===== src/rtl/fifo_fwft_param_pkg.sv =====
// Shared FIFO defaults and the pointer-width helper, reused by the CRC
// top-level instantiations so every FIFO in the datapath sizes itself the same way.
package fifo_fwft_param_pkg;

   localparam int FIFO_DEF_WIDTH    = 8;
   localparam int FIFO_DEF_DEPTH    = 8;
   localparam int FIFO_DEF_AE_LEVEL = 2;

   function automatic int clog2(input int n);
      int r;
      r = 0;
      while ((1 << r) < n) r++;
      return r;
   endfunction

endpackage


===== src/rtl/fifo_mem.sv =====
// Simple dual-port register array: synchronous write, asynchronous read.
// Data is never reset; the owner masks it while the FIFO is empty.
module fifo_mem
   import fifo_fwft_param_pkg::*;
#(
   parameter int WIDTH = FIFO_DEF_WIDTH,
   parameter int DEPTH = FIFO_DEF_DEPTH,
   parameter int AW    = clog2(FIFO_DEF_DEPTH)
) (
   input  logic             clk,
   input  logic             we,
   input  logic [AW-1:0]    waddr,
   input  logic [WIDTH-1:0] wdata,
   input  logic [AW-1:0]    raddr,
   output logic [WIDTH-1:0] rdata
);

   logic [WIDTH-1:0] mem_q [DEPTH];

   always_ff @(posedge clk) begin
      if (we) mem_q[waddr] <= wdata;
   end

   assign rdata = mem_q[raddr];

endmodule


===== src/rtl/fifo_fwft_param.sv =====
// First-word-fall-through FIFO: head visible on rd_data one cycle after the push,
// pops stream one word per cycle; pushes to a full FIFO are accepted only alongside a pop.
module fifo_fwft_param
   import fifo_fwft_param_pkg::*;
#(
   parameter int  WIDTH    = FIFO_DEF_WIDTH,
   parameter int  DEPTH    = FIFO_DEF_DEPTH,
   parameter int  AF_LEVEL = DEPTH - 2,
   parameter int  AE_LEVEL = FIFO_DEF_AE_LEVEL,
   localparam int AW       = clog2(DEPTH)
) (
   input  logic             clk,
   input  logic             rst,
   input  logic             wr_en,
   input  logic [WIDTH-1:0] wr_data,
   input  logic             rd_en,
   output logic [WIDTH-1:0] rd_data,
   output logic             valid,
   output logic             full,
   output logic             almost_full,
   output logic             almost_empty,
   output logic [AW:0]      count,
   input  logic             flush,
   output logic             overflow,
   output logic             underflow,
   input  logic             clr_err
);

   logic [AW-1:0]    wptr_q, wptr_d;
   logic [AW-1:0]    rptr_q, rptr_d;
   logic [AW:0]      count_q, count_d;
   logic             ovf_q, ovf_d;
   logic             unf_q, unf_d;
   logic             empty;
   logic             do_wr, do_rd;
   logic [WIDTH-1:0] mem_rdata;

   assign empty        = (count_q == '0);
   assign full         = (count_q == (AW+1)'(DEPTH));
   assign almost_full  = (count_q >= (AW+1)'(AF_LEVEL));
   assign almost_empty = (count_q <= (AW+1)'(AE_LEVEL));
   assign valid        = !empty;
   assign count        = count_q;
   assign overflow     = ovf_q;
   assign underflow    = unf_q;
   assign rd_data      = empty ? '0 : mem_rdata;

   // A full FIFO still accepts a push when the head leaves in the same cycle.
   assign do_wr = wr_en && (!full || rd_en) && !flush;
   assign do_rd = rd_en && !empty && !flush;

   always_comb begin
      wptr_d  = wptr_q;
      rptr_d  = rptr_q;
      count_d = count_q;
      ovf_d   = ovf_q && !clr_err;
      unf_d   = unf_q && !clr_err;
      if (flush) begin
         wptr_d  = '0;
         rptr_d  = '0;
         count_d = '0;
      end else begin
         if (do_wr) wptr_d = wptr_q + AW'(1);
         if (do_rd) rptr_d = rptr_q + AW'(1);
         case ({do_wr, do_rd})
            2'b10:   count_d = count_q + (AW+1)'(1);
            2'b01:   count_d = count_q - (AW+1)'(1);
            default: count_d = count_q;
         endcase
         // A set event outranks clr_err in the same cycle.
         if (wr_en && full && !rd_en) ovf_d = 1'b1;
         if (rd_en && empty)          unf_d = 1'b1;
      end
   end

   always_ff @(posedge clk) begin
      if (rst) begin
         wptr_q  <= '0;
         rptr_q  <= '0;
         count_q <= '0;
         ovf_q   <= 1'b0;
         unf_q   <= 1'b0;
      end else begin
         wptr_q  <= wptr_d;
         rptr_q  <= rptr_d;
         count_q <= count_d;
         ovf_q   <= ovf_d;
         unf_q   <= unf_d;
      end
   end

   fifo_mem #(
      .WIDTH (WIDTH),
      .DEPTH (DEPTH),
      .AW    (AW)
   ) u_mem (
      .clk   (clk),
      .we    (do_wr),
      .waddr (wptr_q),
      .wdata (wr_data),
      .raddr (rptr_q),
      .rdata (mem_rdata)
   );

endmodule

===== config.mk =====
export PLATFORM = sky130hd
export DESIGN_NAME = fifo_fwft_param
export DESIGN_NICKNAME = d
export VERILOG_FILES = /design/src/rtl/fifo_fwft_param_pkg.sv /design/src/rtl/fifo_mem.sv /design/src/rtl/fifo_fwft_param.sv
export SDC_FILE = /design/constraint.sdc
export NUM_CORES = 1
export LEC_CHECK = 0
export ABC_AREA = 1
export ABC_CLOCK_PERIOD_IN_PS = 1800
export BUFFER_PORTS_ARGS = -buffer_cell sky130_fd_sc_hd__clkbuf_2
export CORE_MARGIN = 3
export CORE_UTILIZATION = 31
export DETAILED_ROUTE_END_ITERATION = 10
export PLACE_DENSITY_LB_ADDON = 0.05
export SYNTH_ARGS = -nofsm -noshare
export SYNTH_HDL_FRONTEND = slang
export SYNTH_SLANG_ARGS = --single-unit

===== constraint.sdc =====
create_clock -name clk -period 1.8 [get_ports clk]
set_input_delay 0.09 -clock clk [delete_from_list [all_inputs] [get_ports clk]]
set_output_delay 0.09 -clock clk [all_outputs]
set_load 0.1 [all_outputs]

; ---- After elaboration in Yosys (flattened, before gate mapping)
; Memories as Yosys holds them, arrays and structs flattened. A register that Yosys moved wholly into a read port is not among the register bits.
; Cells that the tools add are included.
; Widths: inputs -> output; s select.
[totals]
regBits = 12
ram_bits = 64
inputBits = 14
output_inout_bits = 18
elab_cells = 43
n_memories = 1
[classes]
add_sub_neg = 4
order_cmp = 2
n_eq_ne = 3
n_mux = 10
n_reduce_logical = 18
[memory_table]
columns = name, words, word_bits, rd, rd_ports_with_merged_regs, write_ports, line
row1 = u_mem.mem_q, 8, 8, 1, 1, 1, fifo_mem.sv:18  ; logic [WIDTH-1:0] mem_q [DEPTH];
[op_table]
columns = op, count
row1 = $logic_and 1x1->1, 9
row2 = $mux 8, 1
row3 = $pmux 4 s2, 1
row4 = $add 3x1->3 const B, 2
row5 = $mux 1, 6
row6 = $mux 3, 2
row7 = $logic_not 1->1, 5
row8 = $add 4x1->4 const B, 1
row9 = $eq 4x4->1 const B, 1
row10 = $ge 4x3->1 const B, 1
row11 = $le 4x2->1 const B, 1
row12 = $logic_not 4->1, 1
row13 = $sub 4x1->4 const B, 1
row14 = $eq 2x1->1 const B, 1
row15 = $eq 2x2->1 const B, 1
row16 = $reduce_bool 2->1, 1
row17 = $reduce_or 2->1, 1
row18 = $logic_or 1x1->1, 1

; ---- Depth between registers and ports, before layout
[depth]
word_depth = 7
depth_mapped = 14
ltp_nobuf = 14

; ---- Modules after synthesis
; From an unflattened synthesis, not the netlist that was laid out.
[unflattened]
cells_unflattened = 406
hier_area_um2 = 3686.0
[modules_own_cells]
columns = module, n_inst, cells_each, area_per_inst_um2, seq_area_each_um2
row1 = fifo_mem, 1, 295, 2890.3, 1921.8
row2 = fifo_fwft_param, 1, 111, 795.8, 240.2

; ---- Least setup slack after synthesis
; OpenSTA, ideal clock, no wires.
[synth_path]
path_kind = register to register
from = register count_q[3], in the netlist count[3]
to = register ovf_q, in the netlist overflow
setup_ns = 0.075
arrival_time_ns = 4.526
t_required_ns = 1.725
path_slack_ns = -2.802
stages_incl_launch_ff = 5
n_path_buf = 0
period_less_slack_ns = 4.602
path_cell_list = dfxtp_1 -> inv_1 -> nor4_1 -> nand3_1 -> a21oi_1
[synth_between]
elab_chain_len = 5
[synth_lines]
columns = item, line
row1 = "start, declared", fifo_fwft_param.sv:31  ; logic [AW:0] count_q, count_d;
row2 = "start signal, assigned", fifo_fwft_param.sv:86  ; count_q <= count_d;
row3 = $eq 4x4->1, fifo_fwft_param.sv:39  ; assign full = (count_q == (AW+1)'(DEPTH));
row4 = via full, fifo_fwft_param.sv:19  ; output logic full,
row5 = $logic_and 1x1->1 (2 in series), fifo_fwft_param.sv:71  ; if (wr_en && full && !rd_en) ovf_d = 1'b1;
row6 = $mux 1, fifo_fwft_param.sv:71
row7 = $mux 1, fifo_fwft_param.sv:58  ; if (flush) begin
row8 = "end signal, assigned", fifo_fwft_param.sv:87  ; ovf_q <= ovf_d;
row9 = "end, declared", fifo_fwft_param.sv:32  ; logic ovf_q, ovf_d;
; The timed path passes the listed nets, and every way through them passes these cells.
; A chain may end at the register's enable or synchronous reset.

; ---- Worst setup path after layout
[layout_path]
from = register count_q[1], in the netlist count[1]
to = register count_q[2], in the netlist count[2]
[layout_between]
word_cells_on_any_way = 15
classes_between = 2 x add/sub / 3 x eq/ne / 1 x mux / 9 x reduce/logical
[layout_lines]
columns = item, line
row1 = $logic_not 4->1 (*), fifo_fwft_param.sv:38  ; assign empty = (count_q == '0);
row2 = $logic_not 1->1 (*), fifo_fwft_param.sv:50  ; assign do_rd = rd_en && !empty && !flush;
row3 = $logic_and 1x1->1 (*) (2 in series), fifo_fwft_param.sv:50
row4 = via do_rd, fifo_fwft_param.sv:35  ; logic do_wr, do_rd;
row5 = $eq 2x1->1 / $eq 2x2->1 (equally long branches), fifo_fwft_param.sv:65  ; case ({do_wr, do_rd})
row6 = $pmux 4 s2 / $reduce_bool 2->1 (equally long branches), --
; The timed path passes the listed nets; every way through them passes the cells marked *.

==> metrics.csv <==
stage,metric,value,unit
critical_path,critPathArrivalTime,2.00,ns
drt,ant_nets,0,
critical_path,critical_path_class,flop to flop,
synth,synth_fp_nets,320,
drt,drc,0,
place,place_congestion,0.710,
synth,syn_inst,301,
critical_path,start_kind,flop,
clock_network,cts_tree,yes,
place,placed_cell_area,4050,um^2
power_and_ir_drop,p_int,2990,uW
clock_network,clkTransAtPathRegs,0.08,ns
die,io_pins,32,
drt,post_drt_wl_per_cell,16.2,um
critical_path,cp.required,2.04,ns
critical_path,rr_worst_depth,14,
power_and_ir_drop,p_leak,0.00162,uW
die,dieArea,11800,um^2
global_route,grt_use_met1,20.9,%
place,port-buffer-count,31,
power_and_ir_drop,power,4130,uW
global_route,use_met2,22.2,%
sta,min_period_over_period,97.9,%
synth,synth_cell_type_count,24,
critical_path,critPathCaptureType,flop,
synth,synth_ff_type,edfxtp_1,
synth,yosys-top-cells-area,"edfxtp_1 (59%), dfxtp_1 (9.2%), nor2_1 (8.3%)",
clock_network,cts_buffers,9,
synth,netlist_area,3270,um^2
die,rows,36,
sta,fin_crit,1.76,ns
drt,wirelength,8090,um
die,die_w,109,um
place,post-place-ws,0.00177,ns
power_and_ir_drop,vdd.ir_drop.worst,0.435,mV
drt,drt_iter0_markers,108,
global_route,grt_pass1_wl,12700,um
clock_network,htreeDepth,3,
drt,vias_per_cell,4.76,
hold_path,hold_end,overflow,
power_and_ir_drop,comb_power_share,16.6,%
critical_path,r2r_setup_slack,0.04,ns
place,post-dp-hpwl,5230,um
sta,hold_violations,0,
die,die_height,109,um
layout,drive_gt1_share,33.4,%
sta,finalMaxSlewViolations,0,
layout,n_antenna_cell,0,
clock_network,clk_latency,0.34,ns
critical_path,rr_startpoint,count[1],
outcome,status,"complete, no violations",
layout,nets,379,
global_route,grt_pass1_vias,2356,
run,max_cap_viol_count,0,
critical_path,crit_slowest_cell,dfxtp_4,
synth,avgSynthCellArea,10.9,um^2
clock_network,cts_sinks,79,
synth,ys_seq_area_share,67.9,%
critical_path,r2r_end,count[2],
sta,worstMarginPinSlew,0.564,ns
critical_path,max_stage_delay,0.36,ns
power_and_ir_drop,switching_share,27.7,%
synth,ys_top_cells_by_count,"nor2_1 (72), edfxtp_1 (64), o21ai_0 (40)",
sta,fin_ws,0.0371,ns
critical_path,crit_chain,nor2_4 -> buf_12 -> nand2_8 -> nand2_4 -> inv_4 -> ha_4 -> nand2_2 -> inv_2 -> nor2_2 -> ha_2 -> a21oi_2 -> xnor2_1 -> o21ai_1 -> inv_1,
power_and_ir_drop,p_clk_share,34.9,%
global_route,grt-busiest-layer,met2,
global_route,grt_usage,14.5,%
hold_path,hp-class,input port to flop,
synth,yosysMostFrequentCell,nor2_1,
drt,vias,2370,
global_route,grt_util_met3,2.43,%
synth,async_reset_ff_share,0,%
synth,yosysTopAreaCellShare,58.7,%
synth,synth-seq-cells,79,
synth,yosysWarnings,0,
drt,drt-pass1-iter-count,4,
power_and_ir_drop,power.density,927,nW/um^2
power_and_ir_drop,seq_power_share,48.5,%
global_route,grt_max_degree,33,
sta,max_slew_margin,62.3,%
hold_path,worstHoldStart,clr_err,
sta,clock_skew,0.0132,ns
clock_network,clockRootBuffer,clkbuf_8,
global_route,antenna_found_initial,0,
layout,fin_cells,498,
hold_path,hold_depth,4,
synth,synth_edf_count,64,
sta,rsz0062_at_grt,true,
global_route,gr-total-overflow,0,
layout,final_area,4460,um^2
critical_path,path_max_fanout,4,
sta,setup_viol,0,
sta,max_freq,567,MHz
synth,post-synth-top-area-cell,edfxtp_1,
clock_network,cts.path.max_buffers,2,
place,dp_cells,473,
layout,syn2layout_area_growth,36.2,%
die,core,10000,um^2
power_and_ir_drop,p_switching,1140,uW
die,initial_core_util,32.7,%
[per-stage QoR]
step	setup TNS, ns	util [%]	hold slack, ns
floorplan	-0.880	-	0.159
global placement	0	40.5	0.287
detailed placement	0	40.5	0.287
CTS	0	43.7	0.00471
global route	-0.308	44.6	0.0274
finish	0	44.6	0.0203
[per-layer routing]
metal  wire length, um  vias up  share of wire (%)
met4                70        0               0.87
met3               234        7                2.9
li1                  -     1167                  -
met1              3910     1155                 48
met2              3870       41                 48
met5                 0        -                  0
[area by class of cell]
type	instances	area, um^2
fillers	968	5540
flip-flops and latches	79	2240
multi-input cells	190	1140
repair buffers	58	609
well taps	133	166
clock buffers	11	131
inverters	22	91.3
clock inverters	5	81.3
[worst max-delay path by stage]
stage,from,to,cells after the start
floorplan,count[3],overflow,4
global placement,count[0],count[2],12
detailed placement,count[0],count[2],12
CTS,count[0],count[2],14
global route,count[1],count[2],14
finish,count[1],count[2],14
[logic make-up (layout without fill, tap and decap cells)]
kind of cell               count (synthesis)  count (layout)  share of synthesized area (%)
xor gates and xnor gates                   3               3                          0.803
AOI/OAI and AO/OA                         70              70                           11.7
DFF                                       79              79                           67.9
and+or+nand+nor                          112             112                           13.7
buffers and inverters                     32              96                           3.98
adders and majority gates                  5               5                           1.91
[repair_timing]
item,in CTS,in global routing
gates cloned,1,1
resized for setup,11,24
endpoints found under the setup margin,9,25
endpoints found under the hold margin,2,0
setup buffers,4,1
pin swaps,5,10
hold buffers,2,0
[cells in the final DEF, fill, tap and decap left out, types with 11 or more instances in the layout]
cell / count
clkbuf_2: 22
nor2_1: 47
o21ai_0: 29
nor2_2: 12
buf_4: 15
nand2_1: 26
inv_1: 18
nor2_4: 14
edfxtp_1: 64
a21oi_1: 11
buf_12: 14
[power groups by stage]
stage	Combinational (uW)	Clock (uW)	Sequential (uW)
6_report	684	1440	2000
3_5_place_dp	660	0	2050
4_1_cts	678	1480	2000
2_1_floorplan	388	0	2100
3_3_place_gp	660	0	2050
5_1_grt	728	1570	2010
[registers in the layout, indices dropped and copies added (netlist names), named ones only]
register,cells
count,4
overflow,1
rptr_q,3
u_mem.mem_q,64
underflow,1
wptr_q,3
[worst max-delay path: cells and delay by family, from the launching register on]
kind / cells / cell delay (ns)
AO/OA/AOI/OAI: 2 / 0.15
XOR/XNOR: 1 / 0.12
adder cells (fa/ha/maj): 2 / 0.36
buffers and inverters: 4 / 0.24
flip-flops: 1 / 0.36
AND/OR/NAND/NOR: 5 / 0.44
(Power assumes the default switching activity.)
